[src/rtl/bus_arbiter_decoder.sv]
// Round-robin arbiter for two serial-bus masters with serial slave-ID capture,
// grant timeout/lockout and registered steering outputs for the interconnect mux.
module bus_arbiter_decoder #(
  parameter int unsigned TIMEOUT = 1024
) (
  input  logic       CLK,
  input  logic       RST,
  input  logic       M1_REQ,
  input  logic       M2_REQ,
  input  logic       M1_VALID,
  input  logic       M2_VALID,
  input  logic       M1_TX_ADDR,
  input  logic       M2_TX_ADDR,
  output logic [1:0] bus_grant,
  output logic [1:0] slave_select,
  output logic       M1_GRANT,
  output logic       M2_GRANT,
  output logic       M1_ACK,
  output logic       M2_ACK,
  output logic       M1_ERR,
  output logic       M2_ERR
);

  localparam int unsigned    CW    = (TIMEOUT == 0) ? 1 : $clog2(TIMEOUT + 1);
  localparam logic [CW-1:0]  TLAST = CW'(TIMEOUT - 1);

  typedef enum logic [1:0] {S_IDLE, S_ADDR, S_CONNECT, S_RELEASE} state_t;

  state_t        r_state, w_state_nxt;
  logic          r_owner, w_owner_nxt;     // 0 = M1, 1 = M2
  logic          r_prio_m2, w_prio_nxt;    // 1 = M2 wins the next contention
  logic          r_lock1, w_lock1_nxt;
  logic          r_lock2, w_lock2_nxt;
  logic          r_bitcnt, w_bitcnt_nxt;
  logic [1:0]    r_id, w_id_nxt;
  logic [CW-1:0] r_tcnt, w_tcnt_nxt;

  logic [1:0]    w_grant_nxt, w_sel_nxt;
  logic          w_ack, w_err, w_rel, w_lockset;
  logic          w_req, w_valid, w_addr;
  logic          w_elig1, w_elig2, w_pick2, w_tmo;

  assign w_req   = r_owner ? M2_REQ     : M1_REQ;
  assign w_valid = r_owner ? M2_VALID   : M1_VALID;
  assign w_addr  = r_owner ? M2_TX_ADDR : M1_TX_ADDR;
  assign w_elig1 = M1_REQ & ~r_lock1;
  assign w_elig2 = M2_REQ & ~r_lock2;
  assign w_pick2 = w_elig2 & (~w_elig1 | r_prio_m2);
  assign w_tmo   = (TIMEOUT != 0) && (r_tcnt == TLAST);

  always_ff @(posedge CLK or posedge RST) begin
    if (RST) begin
      r_state      <= S_IDLE;
      r_owner      <= 1'b0;
      r_prio_m2    <= 1'b0;
      r_lock1      <= 1'b0;
      r_lock2      <= 1'b0;
      r_bitcnt     <= 1'b0;
      r_id         <= '0;
      r_tcnt       <= '0;
      bus_grant    <= '0;
      slave_select <= '0;
      M1_GRANT     <= 1'b0;
      M2_GRANT     <= 1'b0;
      M1_ACK       <= 1'b0;
      M2_ACK       <= 1'b0;
      M1_ERR       <= 1'b0;
      M2_ERR       <= 1'b0;
    end else begin
      r_state      <= w_state_nxt;
      r_owner      <= w_owner_nxt;
      r_prio_m2    <= w_prio_nxt;
      r_lock1      <= w_lock1_nxt;
      r_lock2      <= w_lock2_nxt;
      r_bitcnt     <= w_bitcnt_nxt;
      r_id         <= w_id_nxt;
      r_tcnt       <= w_tcnt_nxt;
      bus_grant    <= w_grant_nxt;
      slave_select <= w_sel_nxt;
      M1_GRANT     <= (w_grant_nxt == 2'd1);
      M2_GRANT     <= (w_grant_nxt == 2'd2);
      M1_ACK       <= w_ack & ~w_owner_nxt;
      M2_ACK       <= w_ack &  w_owner_nxt;
      M1_ERR       <= w_err & ~w_owner_nxt;
      M2_ERR       <= w_err &  w_owner_nxt;
    end
  end

  always_comb begin
    w_state_nxt  = r_state;
    w_owner_nxt  = r_owner;
    w_prio_nxt   = r_prio_m2;
    w_bitcnt_nxt = r_bitcnt;
    w_id_nxt     = r_id;
    w_tcnt_nxt   = r_tcnt;
    w_grant_nxt  = bus_grant;
    w_sel_nxt    = slave_select;
    w_ack        = 1'b0;
    w_err        = 1'b0;
    w_rel        = 1'b0;
    w_lockset    = 1'b0;
    // Lockout drops on the first sampled-low REQ, whatever the state.
    w_lock1_nxt  = r_lock1 & M1_REQ;
    w_lock2_nxt  = r_lock2 & M2_REQ;

    case (r_state)
      S_IDLE: begin
        if (w_elig1 || w_elig2) begin
          w_owner_nxt  = w_pick2;
          w_state_nxt  = S_ADDR;
          w_grant_nxt  = w_pick2 ? 2'd2 : 2'd1;
          w_bitcnt_nxt = 1'b0;
          w_id_nxt     = '0;
          w_tcnt_nxt   = '0;
        end
      end
      S_ADDR: begin
        w_tcnt_nxt = r_tcnt + CW'(1);
        if (!w_req) begin
          w_rel = 1'b1;
        end else if (w_tmo) begin
          w_rel     = 1'b1;
          w_err     = 1'b1;
          w_lockset = 1'b1;
        end else if (w_valid) begin
          w_id_nxt = {r_id[0], w_addr};
          if (r_bitcnt) begin
            if ({r_id[0], w_addr} != 2'd0) begin
              w_state_nxt = S_CONNECT;
              w_sel_nxt   = {r_id[0], w_addr};
              w_ack       = 1'b1;
            end else begin
              w_rel = 1'b1;
              w_err = 1'b1;
            end
          end else begin
            w_bitcnt_nxt = 1'b1;
          end
        end
      end
      S_CONNECT: begin
        w_tcnt_nxt = r_tcnt + CW'(1);
        if (!w_req) begin
          w_rel = 1'b1;
        end else if (w_tmo) begin
          w_rel     = 1'b1;
          w_err     = 1'b1;
          w_lockset = 1'b1;
        end
      end
      S_RELEASE: begin
        w_state_nxt = S_IDLE;
        w_prio_nxt  = ~r_owner;
      end
      default: w_state_nxt = S_IDLE;
    endcase

    if (w_rel) begin
      w_state_nxt = S_RELEASE;
      w_grant_nxt = '0;
      w_sel_nxt   = '0;
    end
    if (w_lockset) begin
      if (r_owner) w_lock2_nxt = 1'b1;
      else         w_lock1_nxt = 1'b1;
    end
  end

endmodule

[config.mk]
export PLATFORM = sky130hd
export DESIGN_NAME = bus_arbiter_decoder
export DESIGN_NICKNAME = d
export VERILOG_FILES = /design/src/rtl/bus_arbiter_decoder.sv
export SDC_FILE = /design/constraint.sdc
export NUM_CORES = 1
export LEC_CHECK = 0
export CORE_MARGIN = 2
export CORE_UTILIZATION = 35
export DETAILED_ROUTE_END_ITERATION = 6
export SYNTH_ARGS = -nofsm -noshare
export SYNTH_HDL_FRONTEND = slang
export SYNTH_SLANG_ARGS = --single-unit
[constraint.sdc]
create_clock -name CLK -period 2.25 [get_ports CLK]
set_clock_uncertainty 0.2 [all_clocks]
set_input_delay 0.5625 -clock CLK [delete_from_list [all_inputs] [get_ports CLK]]
set_output_delay 0.5625 -clock CLK [all_outputs]
set_load 0.01 [all_outputs]
== Word level (Yosys, flattened, before mapping) ==
Cells that the tools add are included.

* Flip-flop bits (word level): 29
* ROM bits: 0
* Input port bits: 8
* Memories: 0
* Latch bits: 0
* Word-level logic and storage cells: 123
* Memory bits (writable): 0

* $add $sub $neg: 1
* $lt $le $gt $ge: 0
* Shifts and indexed selects: 0
* Mux-type cells: 58
* Reductions and logical operators: 16
* Divide/modulo/power cells: 0
* Eq/ne operators: 17
* Bitwise logic cells: 15
* Multipliers: 0

{| class="wikitable"
|+ Operator list
! cell !! count
|-
| 2-to-1 mux 2 bit || 18
|-
| 2-to-1 mux 1 bit || 33
|-
| one-hot mux 11 bit (2 select lines) || 1
|-
| != test 3 bit (second input constant) || 6
|-
| nonzero test 2 bit || 8
|-
| adder 11 x 1 -> 11 bit (second input constant) || 1
|-
| == test 11 x 10 -> 1 bit (second input constant) || 1
|-
| 2-to-1 mux 11 bit || 1
|-
| != test 2 bit (second input constant) || 5
|-
| bitwise AND 1 bit || 9
|-
| one-hot mux 1 bit (2 select lines) || 4
|-
| AND reduction 7 bit || 1
|-
| == test 2 bit (second input constant) || 3
|-
| one-hot mux 2 bit (3 select lines) || 1
|-
| AND reduction 6 bit || 1
|-
| inverter 1 bit || 5
|-
| AND reduction 5 bit || 1
|-
| == test 2 x 1 -> 1 bit (second input constant) || 2
|-
| nonzero test 4 bit || 1
|-
| zero test 2 bit || 1
|-
| AND reduction 2 bit || 1
|-
| OR reduction 2 bit || 1
|-
| logical OR 1 bit || 1
|-
| OR 1 bit || 1
|}

== Logic depth before layout (Yosys ltp) ==
Gate-level depths: netlist (run 1).

* Depth in word-level cells: 10
* Depth in mapped cells: 8

== Least setup slack after synthesis (run 1) ==
No wires, ideal clock.

* Path type: register to register
* Start: register r_state[1]
* End: register slave_select[0]
* Buffers on the path: 1
* Cell stages (with the launch flop): 8
* Path slack: 0.177 ns
* Arrival time: 1.786 ns
* Library setup time: 0.087 ns
* Clock period less this slack: 2.073 ns
* Cells stage by stage: dfrtp_1 inv_1 ha_1 buf_2 nand2_1 or3_4 or3_4 a211oi_2

* Cells in the longest elaborated chain, start to end: 4

{| class="wikitable"
|+ Ends and longest elaborated chain
! what !! RTL line !! text
|-
| from (decl) || 29 || <nowiki>state_t r_state, w_state_nxt;</nowiki>
|-
| from (signal assigned) || 70 || <nowiki>r_state <= w_state_nxt;</nowiki>
|-
| == test 2 bit or == test 2 x 1 -> 1 bit (tied branches) || 106 || <nowiki>case (r_state)</nowiki>
|-
| one-hot mux 1 bit (2 select lines) || 106 ||
|-
| != test 2 bit (no line) or nonzero test 2 bit (tied branches) || n/a ||
|-
| AND reduction 6 bit (no line) || n/a ||
|-
| to (signal assigned) || 79 || <nowiki>slave_select <= w_sel_nxt;</nowiki>
|-
| to (decl) || 15 || <nowiki>output logic [1:0] slave_select,</nowiki>
|}

Several ways; a longest one is shown, not always the timed one.
A chain may end at the register's enable or synchronous reset.

== Worst setup path in the final report (run 1) ==
* Start: input port M2_VALID
* End: register slave_select[0]

* Cells in the longest elaborated chain, start to end: 7

{| class="wikitable"
|+ Ends and longest elaborated chain
! what !! RTL line !! text
|-
| from (decl) || 11 || <nowiki>input logic M2_VALID,</nowiki>
|-
| 2-to-1 mux 1 bit * || 44 || <nowiki>assign w_valid = r_owner ? M2_VALID : M1_VALID;</nowiki>
|-
| 2-to-1 mux 1 bit || 125 || <nowiki>end else if (w_valid) begin</nowiki>
|-
| 2-to-1 mux 1 bit || 121 || <nowiki>end else if (w_tmo) begin</nowiki>
|-
| 2-to-1 mux 1 bit || 119 || <nowiki>if (!w_req) begin</nowiki>
|-
| one-hot mux 1 bit (2 select lines) || 106 ||
|-
| != test 2 bit (no line) or nonzero test 2 bit (tied branches) || n/a ||
|-
| AND reduction 6 bit (no line) || n/a ||
|}

Mark *: on every way between the ends. The rest lies on a longest branch, timed or not.

==> results of run 1 <==
[critical path, stage by stage]
cell             delay, ns
clkdlybuf4s50_1       0.48
mux2i_1               0.11
or3_4                 0.42
or3_4                 0.41
a211oi_2              0.20
[where the power goes]
| part | switching [W] | leakage (nW) | internal (W) | total [W] |
|---|---|---|---|---|
| clock network | 0.000201 | 0.0450 | 0.000214 | 0.000415 |
| logic | 0.000603 | 0.476 | 0.000604 | 0.00121 |
| registers | 0.000149 | 0.379 | 0.000681 | 0.000830 |
[worst max-delay path by stage]
stage	startpoint	endpoint	slack, ns	cells after the start
6_report	M2_VALID	slave_select[0]$_DFFE_PP0P_	0.06	5
4_1_cts	M1_REQ	r_tcnt[10]$_DFFE_PP0P_	0.01	5
3_3_place_gp	M2_REQ	r_tcnt[8]$_DFFE_PP0P_	-0.28	5
3_5_place_dp	M2_REQ	r_tcnt[10]$_DFFE_PP0P_	-0.33	5
2_1_floorplan	r_state[1]$_DFFE_PP0P_	slave_select[0]$_DFFE_PP0P_	0.18	7
5_1_grt	M1_VALID	slave_select[0]$_DFFE_PP0P_	0.007	5
[Yosys cell counts (2+ instances only)]
library cell | n | area [µm²]
dfrtp_1 | 29 | 726
nor2_1 | 15 | 56.3
inv_1 | 11 | 41.3
nand2_1 | 11 | 41.3
o21ai_0 | 11 | 55.1
a21oi_1 | 10 | 50.1
or3_1 | 7 | 43.8
ha_1 | 5 | 62.6
nand3_1 | 5 | 25.0
mux2_2 | 3 | 33.8
mux2i_1 | 3 | 30.0
nor3_1 | 3 | 15.0
o31ai_1 | 3 | 22.5
a311o_1 | 2 | 20.0
a311oi_1 | 2 | 17.5
a31oi_1 | 2 | 12.5
buf_2 | 2 | 10.0
clkbuf_1 | 2 | 7.51
nand2b_1 | 2 | 12.5
nand4_1 | 2 | 12.5
nor4_1 | 2 | 12.5
o41ai_1 | 2 | 17.5
or3_4 | 2 | 22.5
or4b_2 | 2 | 20.0
[final cells by class]
cell class / count / area [µm²] / share of cell area
Multi-Input combinational cell: 115 / 772 / 0.375
Sequential cell: 29 / 726 / 0.352
Clock buffer: 6 / 72.6 / 0.0352
Timing Repair Buffer: 44 / 374 / 0.182
Clock inverter: 2 / 10.0 / 0.00486
Tap cell: 52 / 65.1 / 0.0316
Inverter: 11 / 41.3 / 0.0200
[layer usage]
layer,share of wire,vias to the layer above,GRT usage
met1,0.47,691,0.216
met2,0.47,34,0.265
li1,-,688,-
met4,0.0077,0,0.0377
met5,0,-,0
met3,0.044,3,0.0399
[cell families (layout without fill, tap and decap cells)]
logic type,Yosys count,in the layout,share of synthesized area
AO/OA/AOI/OAI,45,45,0.199
multiplexers,6,6,0.0411
buffers and inverters,16,63,0.0451
adder cells (fa/ha/maj),5,5,0.0403
flip-flops,29,29,0.467
AND/OR/NAND/NOR,58,58,0.202
XOR/XNOR,1,1,0.00564
[registers in the layout, indices dropped and copies added, names as in the netlist, 2 cells and up]
signal        count
r_tcnt           11
r_state           2
bus_grant         2
slave_select      2
[per-stage QoR]
stage	std cells	utilization	TNS [ns]
final	259	0.477	0
after global routing	259	0.477	0
after CTS	258	0.473	0
after detailed placement	250	0.452	-4.02
after global placement	250	0.452	-2.97
after floorplan	160	-	0
[timing repair]
item                                    4_1_cts  5_1_grt
cloned                                        0        0
buffers inserted                              0        1
endpoints found under the setup margin        4        9
resized for setup                             2        3
pin swaps                                     1        1
==> metrics.md, run 1 <==
| Metric | Value |
|---|---|
| Hold endpoint | r_lock2$_DFF_PP0_ |
| Remaining DRCs | 0 |
| Detailed-route vias per instance | 5.47 |
| Worst VDD drop | 0.469 mV |
| Gpl congestion | 0.864 |
| Clock root buffer master | clkbuf_8 |
| Reg2reg start | r_tcnt[0]$_DFFE_PP0P_ |
| LEAKAGE | 0.900 nW |
| Pwr dens | 1190 nW/µm² |
| Top Ports | 18 |
| CTS clk-pin slew, worst paths | 0.07 ns |
| Layout cells sized above 1 | 0.227 |
| Sequential share of the synthesized area | 0.467 |
| Die W | 70.6 µm |
| CP Launch Type | input port |
| Post-synth net total | 173 |
| Setup ws final | 0.0561 ns |
| Synthesized area | 1550 µm² |
| Final setup viols | 0 |
| Fin area | 2060 µm² |
| Final period utilization | 0.975 |
| Die H | 70.6 µm |
| Cts hold-fix bufs | 0 |
| Max_slew headroom | 0.625 |
| Tmin final | 2.19 ns |
| Unrepaired setup endpoints after global routing | no |
| Reg-to-reg slack, setup | 0.09 ns |
| CTS Sinks | 29 |
| Final WL | 3.75 mm |
| Fmax | 456 MHz |
| Count of different cell masters after synthesis | 46 |
| Core area | 4320 µm² |
| Total GRT Usage | 0.161 |
| DP HPWL | 2.85 mm |
| Crit Reg-Reg Endpoint | r_tcnt[10]$_DFFE_PP0P_ |
| Iteration-0 DRC count of the detailed router | 62 |
| # diodes | 0 |
| Aggregate global routing overflow | 0 |
| Max-slew violations | 0 |
| Number of global-route vias before repair | 1392 |
| Clock buffer depth | 2 |
| Status | finished, final reports clean |
| Initial antenna violation count | 0 |
| I/O Buffers | 17 |
| Worst Tran Pin Value | 0.554 ns |
| CP Class | input port to flop |
| CTS Buf Count | 5 |
| Drt first pass iters | 4 |
| Fraction of registers with async set/reset | 1.00 |
| Fin Hold WS | 0.305 ns |
| Hold Vio Cnt, Final | 0 |
| WP data required | 2.25 ns |
| First-pass GRT wire length | 6.40 mm |
| Hold Crit Depth | 1 |
| Post-route ant nets | 0 |
| Ys Warns | 0 |
| Most common cell after layout, fill and taps aside | dfrtp_1 |
| HP Start | r_lock2$_DFF_PP0_ |
| H-tree levels | 2 |
| Largest net degree at the start of global routing | 19 |
| Critical path arrival | 2.19 ns |
| Max-cap violations | 0 |
| Most frequent cells in the layout | dfrtp_1, buf_4, nor2_1, clkdlybuf4s50_1 |
| CTS tree | yes |
| CP endpoint kind | flop |
| Crit-path max FO | 4 |
| HP Class | flop to flop |
| Area Overhead vs Synth | 32.6% |
| Power Total | 0.00245 W |
| Synth Area per Inst | 9.71 µm² |
| FILL cells | 428 |
| Die ar. | 4990 µm² |
| Pre-CTS WS | -0.330 ns |
| Cells after Synth | 160 |
| Layout Nets | 219 |
| Clock latency on the worst-skew pair | 0.28 ns |
| DR vias | 1416 |
| Starting Density | 0.359 |
| WL/cell | 14.5 µm |
| FP Rows | 24 |
| Most used flip-flop cell after synthesis | dfrtp_1 |
| Number of synthesized flops with an enable pin | 0 |
| Synth Register Bits | 29 |
| Worst Reg2Reg Path Length in Cells | 5 |
| DP Area | 1960 µm² |
Power figures use the tool's default switching activity.
==> run 2: changes to the inputs <==
- CORE_MARGIN: 2 -> 5
==> metrics.md, run 2 (synthesized netlist as in run 1, its figures left out) <==
| Metric | Value |
|---|---|
| Die W | 76.6 µm (+8.5%) |
| Crit-path max FO | 4 (unchanged) |
| Most frequent cells in the layout | dfrtp_1, buf_4, clkdlybuf4s50_1 |
| Sw Share | 0.380 (-0.00877) |
| Postcts setup bufs | 0 (unchanged) |
| FP Rows | 24 (unchanged) |
| Clock buffer depth | 2 (unchanged) |
| I/O Buffers | 17 (unchanged) |
| Iteration-0 DRC count of the detailed router | 74 (+19%) |
| Max-cap violations | 0 (unchanged) |
| Critical path arrival | 2.20 ns (about the same) |
| Die H | 76.6 µm (+8.5%) |
| Cts hold-fix bufs | 0 (unchanged) |
| Pwr dens | 1200 nW/µm² (+0.47%) |
| CTS Sinks | 29 (unchanged) |
| Hold Vio Cnt, Final | 0 (unchanged) |
| CP Class | input port to flop |
| Fmax | 453 MHz (-0.60%) |
| Top Ports | 18 (unchanged) |
| Aggregate global routing overflow | 0 (unchanged) |
| CTS tree | yes |
| Final TNS setup | 0 ns (unchanged) |
| Unrepaired setup endpoints after global routing | no |
| P_int | 0.00154 W (+3.0%) |
| CP max stage delay | 0.49 ns (about the same) |
| Final WL | 3.75 mm (-0.13%) |
| Max_slew headroom | 0.671 (+0.0458) |
| HP Class | flop to flop |
| Top reg by flops | r_tcnt |
| DR vias | 1418 (+0.14%) |
| CP endpoint kind | flop |
| Final period utilization | 0.981 (+0.00584) |
| Drt first pass iters | 4 (unchanged) |
| Critical path cell sequence | clkdlybuf4s50_1 > mux2i_1 > or3_4 > or3_4 > a211oi_2 |
| Final setup viols | 0 (unchanged) |
| Max-slew violations | 0 (unchanged) |
| WL/cell | 14.6 µm (+0.64%) |
| CTS clk-pin slew, worst paths | 0.06 ns (about the same) |
| Worst Path Buf+Inv | 1 (unchanged) |
| Final Core Density | 0.481 (+0.00492) |
| Most used cell, CP | or3_4 |
| # diodes | 0 (unchanged) |
| Net switching power | 0.000946 W (-0.79%) |
| Status | finished, final reports clean |
| Final std cells w/o fill | 257 (-0.77%) |
| Clock latency on the worst-skew pair | 0.28 ns (about the same) |
| DP HPWL | 2.85 mm (about the same) |
| Max FFs per register | 11 (unchanged) |
| CP top delay family | simple AND/OR/NAND/NOR gates |
| Combinational share of power | 0.507 (+0.015) |
| Most common cell after layout, fill and taps aside | dfrtp_1 |
| Placed Cells | 250 (unchanged) |
| Layout cells sized above 1 | 0.234 (+0.00709) |
| Clock root buffer master | clkbuf_8 |
| Crit path max-delay cell type | clkdlybuf4s50_1 |
| Area Overhead vs Synth | 34.0% |
| Worst Tran Pin Value | 0.489 ns (-0.0644 ns) |
| Total GRT Usage | 0.136 (-0.0252) |
| Worst VDD drop | 0.367 mV (-22%) |
| Number of global-route vias before repair | 1427 (+2.5%) |
| Starting Density | 0.359 (unchanged) |
| H-tree levels | 2 (unchanged) |
| Remaining DRCs | 0 (unchanged) |
| Tmin final | 2.21 ns (+0.0131 ns) |
| Largest net degree at the start of global routing | 30 (+11) |
| Die ar. | 5870 µm² (+18%) |
| CP Launch Type | input port |
| Initial antenna violation count | 0 (unchanged) |
| CTS Buf Count | 5 (unchanged) |
| WP data required | 2.25 ns (about the same) |
| LEAKAGE | 0.899 nW (-0.13%) |
| Clock power frac | 0.169 (about the same) |
| Gpl congestion | 0.852 (-1.3%) |
| Detailed-route vias per instance | 5.52 (+0.92%) |
| Layout Nets | 218 (-0.46%) |
| Sequential share of power | 0.323 (-0.016) |
| First-pass GRT wire length | 6.45 mm (+0.75%) |
| Core area | 4320 µm² (unchanged) |
| Post-route ant nets | 0 (unchanged) |
run 2: cell types whose count changed in the layout (fill, tap and decap cells not counted), moves of 2 or more:
| cell | change |
|---|---|
| or4b_4 | +2 |
| clkinv_2 | -2 |
| or4b_2 | -2 |
| a21oi_2 | +2 |
| a21oi_1 | -2 |
run 2: final cells by class:
type	count	area (µm²)
well taps	52	65.1
repair buffers	43	368
clock buffers	7	86.3
flip-flops and latches	29	726
fillers	410	2240
inverters	11	41.3
multi-input cells	115	796
run 2: power by group through the flow:
stage          registers (W)  logic (W)  clock network (W)
2_1_floorplan       0.000807   0.000709                  0
3_3_place_gp        0.000804    0.00119                  0
3_5_place_dp        0.000814    0.00122                  0
4_1_cts             0.000804    0.00124           0.000437
5_1_grt             0.000831    0.00138           0.000465
6_report            0.000805    0.00126           0.000422
run 2: final timing paths:
check,to,slack [ns],cells past startpoint,startpoint
setup / recovery,slave_select[0]$_DFFE_PP0P_,0.04,5,M1_VALID
hold / removal,r_lock2$_DFF_PP0_,0.31,1,r_lock2$_DFF_PP0_
setup reg to reg,slave_select[0]$_DFFE_PP0P_,0.13,6,r_state[1]$_DFFE_PP0P_
hold reg to reg,r_lock2$_DFF_PP0_,0.31,1,r_lock2$_DFF_PP0_
max in group asynchronous,r_tcnt[1]$_DFFE_PP0P_,1.12,3,RST
min in group asynchronous,bus_grant[1]$_DFF_PP0_,0.46,3,RST
run 2: routing by layer:
layer	routed length [µm]	global-route usage	vias up
met3	220	0.0461	6
met2	1880	0.234	37
li1	-	-	679
met5	0	0	-
met1	1600	0.156	696
met4	52	0.0472	0
run 2: through the flow:
stage	power, W	setup WS (ns)	cell area (µm²)	hold WS, ns
final	0.00249	0.0430	2080	0.313
after global routing	0.00268	0.000252	2080	0.350
after CTS	0.00248	0.00986	2050	0.311
after detailed placement	0.00203	-0.309	1960	0.292
after global placement	0.00199	-0.269	1960	0.301
after floorplan	0.00152	0.177	1550	0.263
run 2: timing repair:
action	CTS	global route
resized for setup	1	8
pin swaps	1	1
endpoints found under the setup margin	4	6
run 2: worst register-to-register path, cell delays in order (launching register included):
cell,delay (ns)
dfrtp_1,0.40
inv_1,0.13
ha_1,0.20
nand2_1,0.09
or3_4,0.39
or3_4,0.42
a211oi_2,0.22
==> run 3: changes to the inputs <==
- clock period: 2.25 -> 1.75 ns (I/O delays scaled with it)
==> metrics.md, run 3 (synthesized netlist as in run 1, its figures left out) <==
| Metric | Value |
|---|---|
| Max_slew headroom | 0.731 (+0.0601) |
| Worst Path Buf+Inv | 1 (unchanged) |
| I/O Buffers | 17 (unchanged) |
| Area Overhead vs Synth | 73.3% |
| Worst Tran Pin Value | 0.399 ns (-0.0909 ns) |
| Layout Nets | 253 (+16%) |
| Max-cap violations | 0 (unchanged) |
| Most common cell after layout, fill and taps aside | buf_4 |
| Tmin final | 1.98 ns |
| Detailed-route vias per instance | 5.48 (-0.60%) |
| Aggregate global routing overflow | 0 (unchanged) |
| Post-route ant nets | 0 (unchanged) |
| Die W | 76.6 µm (unchanged) |
| Max-slew violations | 0 (unchanged) |
| CTS tree | yes |
| Most used cell, CP | or3_4 |
| CP top delay family | simple AND/OR/NAND/NOR gates |
| Crit-path max FO | 4 (unchanged) |
| Layout cells sized above 1 | 0.527 (+0.293) |
| WP data required | 1.76 ns (-0.49 ns) |
| Clock latency on the worst-skew pair | 0.29 ns (about the same) |
| Unrepaired setup endpoints after global routing | yes |
| Clock root buffer master | clkbuf_8 |
| Core area | 4320 µm² (unchanged) |
| Power Total | 0.00421 W (+69%) |
| Drt first pass iters | 4 (unchanged) |
| Final period utilization | 1.13 |
| Critical path arrival | 1.99 ns (-0.21 ns) |
| Iteration-0 DRC count of the detailed router | 50 (-32%) |
| Critical path cell sequence | inv_2 > ha_4 > nand2_4 > or3_4 > or3_4 > a211oi_2 |
| LEAKAGE | 1.20 nW (+33%) |
| Crit path max-delay cell type | dfrtp_1 |
| Largest net degree at the start of global routing | 30 (unchanged) |
| First-pass GRT wire length | 7.99 mm (+24%) |
| Top reg by flops | r_tcnt |
| Reg2reg start | r_state[1]$_DFFE_PP0P_ |
| DP Area | 2180 µm² (+12%) |
| Status | complete, but fails checks |
| Remaining DRCs | 0 (unchanged) |
| Final WL | 5.06 mm (+35%) |
| Die H | 76.6 µm (unchanged) |
| Worst Reg2Reg Path Length in Cells | 6 (unchanged) |
| CTS clk-pin slew, worst paths | 0.07 ns (about the same) |
| FP Rows | 24 (unchanged) |
| Fin area | 2690 µm² (+29%) |
| Crit Reg-Reg Endpoint | slave_select[0]$_DFFE_PP0P_ |
| Cts hold-fix bufs | 0 (unchanged) |
| Max FFs per register | 11 (unchanged) |
| CP endpoint kind | flop |
| Fmax | 505 MHz |
| Clock buffer depth | 2 (unchanged) |
| H-tree levels | 2 (unchanged) |
| Die ar. | 5870 µm² (unchanged) |
| CTS Sinks | 29 (unchanged) |
| # diodes | 0 (unchanged) |
| Final Core Density | 0.623 (+0.141) |
| Initial antenna violation count | 0 (unchanged) |
| Most frequent cells in the layout | buf_4, dfrtp_1, dlygate4sd2_1 |
| Pwr dens | 1560 nW/µm² (+31%) |
| CP Launch Type | flop |
| Reg-to-reg slack, setup | -0.23 ns (-0.36 ns) |
| CTS Buf Count | 5 (unchanged) |
| Failing checks | negative setup slack |
| HP Class | input port to asynchronous set/reset pin |
| Starting Density | 0.359 (unchanged) |
| Total GRT Usage | 0.166 (+0.0306) |
| Worst VDD drop | 0.524 mV (+43%) |
| Setup ws final | -0.229 ns (-0.272 ns) |
| DP HPWL | 3.13 mm (+9.8%) |
| Gpl congestion | 0.857 (+0.56%) |
| Final setup viols | 23 (+23) |
| CP max stage delay | 0.40 ns (-0.09 ns) |
| CP Class | flop to flop |
| Hold Vio Cnt, Final | 0 (unchanged) |
| Number of global-route vias before repair | 1716 (+20%) |
| WL/cell | 17.3 µm (+19%) |
| Top Ports | 18 (unchanged) |
| DR vias | 1607 (+13%) |
==> run 3: how the worst max path moves through the flow <==
stage	start	to	slack, ns	cells after the start
3_5_place_dp	M2_VALID	r_state[1]$_DFFE_PP0P_	-0.59	5
4_1_cts	r_state[1]$_DFFE_PP0P_	slave_select[0]$_DFFE_PP0P_	-0.21	6
6_report	r_state[1]$_DFFE_PP0P_	slave_select[0]$_DFFE_PP0P_	-0.23	6
2_1_floorplan	r_state[1]$_DFFE_PP0P_	slave_select[0]$_DFFE_PP0P_	-0.25	7
5_1_grt	r_state[1]$_DFFE_PP0P_	slave_select[1]$_DFFE_PP0P_	-0.30	6
3_3_place_gp	M1_REQ	slave_select[0]$_DFFE_PP0P_	-0.54	5
==> run 3: per-stage QoR <==
step                      std cells  hold WS (ns)  setup slack (ns)  setup TNS (ns)
after global routing            293         0.308            -0.300           -4.41
final                           293         0.288            -0.229           -2.63
after CTS                       285         0.293            -0.212           -2.38
after floorplan                 160         0.263            -0.248           -2.34
after global placement          270         0.296            -0.543          -12.13
after detailed placement        270         0.295            -0.589          -12.74
==> run 3: routing by layer <==
layer	wire length, µm	share of wire	track usage	vias to the layer above
met4	183	0.036	0.0629	0
met1	2010	0.40	0.184	776
li1	-	-	-	757
met3	217	0.043	0.0461	24
met5	0	0	0	-
met2	2650	0.52	0.300	50
==> run 3: final cells by class <==
cell class                      instances  area, µm²
Clock inverter                          3       17.5
Timing Repair Buffer                   77        669
Multi-Input combinational cell        116       1100
Sequential cell                        29        727
Inverter                               11       43.8
Fill cell                             343       1630
Clock buffer                            5       68.8
Tap cell                               52       65.1
==> run 3: what timing repair did <==
| action | CTS | global route |
|---|---|---|
| endpoints found under the setup margin | 35 | 26 |
| cloned | 0 | 1 |
| setup buffers | 8 | 7 |
| resized for setup | 56 | 31 |
| pin swaps | 15 | 13 |
==> run 3: where the power goes <==
| part | leakage [nW] | switching, W | internal (W) |
|---|---|---|---|
| combinational | 0.774 | 0.00125 | 0.00134 |
| sequential | 0.378 | 0.000179 | 0.000878 |
| clock | 0.0439 | 0.000281 | 0.000274 |
| total | 1.20 | 0.00171 | 0.00249 |
==> run 3: worst reg2reg max path: cells and delay by family, from the launching register on <==
| family | cells | cell delay (ns) |
|---|---|---|
| AND/OR/NAND/NOR | 3 | 0.84 |
| flip-flops | 1 | 0.40 |
| AO/OA/AOI/OAI | 1 | 0.18 |
| adder cells (fa/ha/maj) | 1 | 0.16 |
| buffers and inverters | 1 | 0.12 |
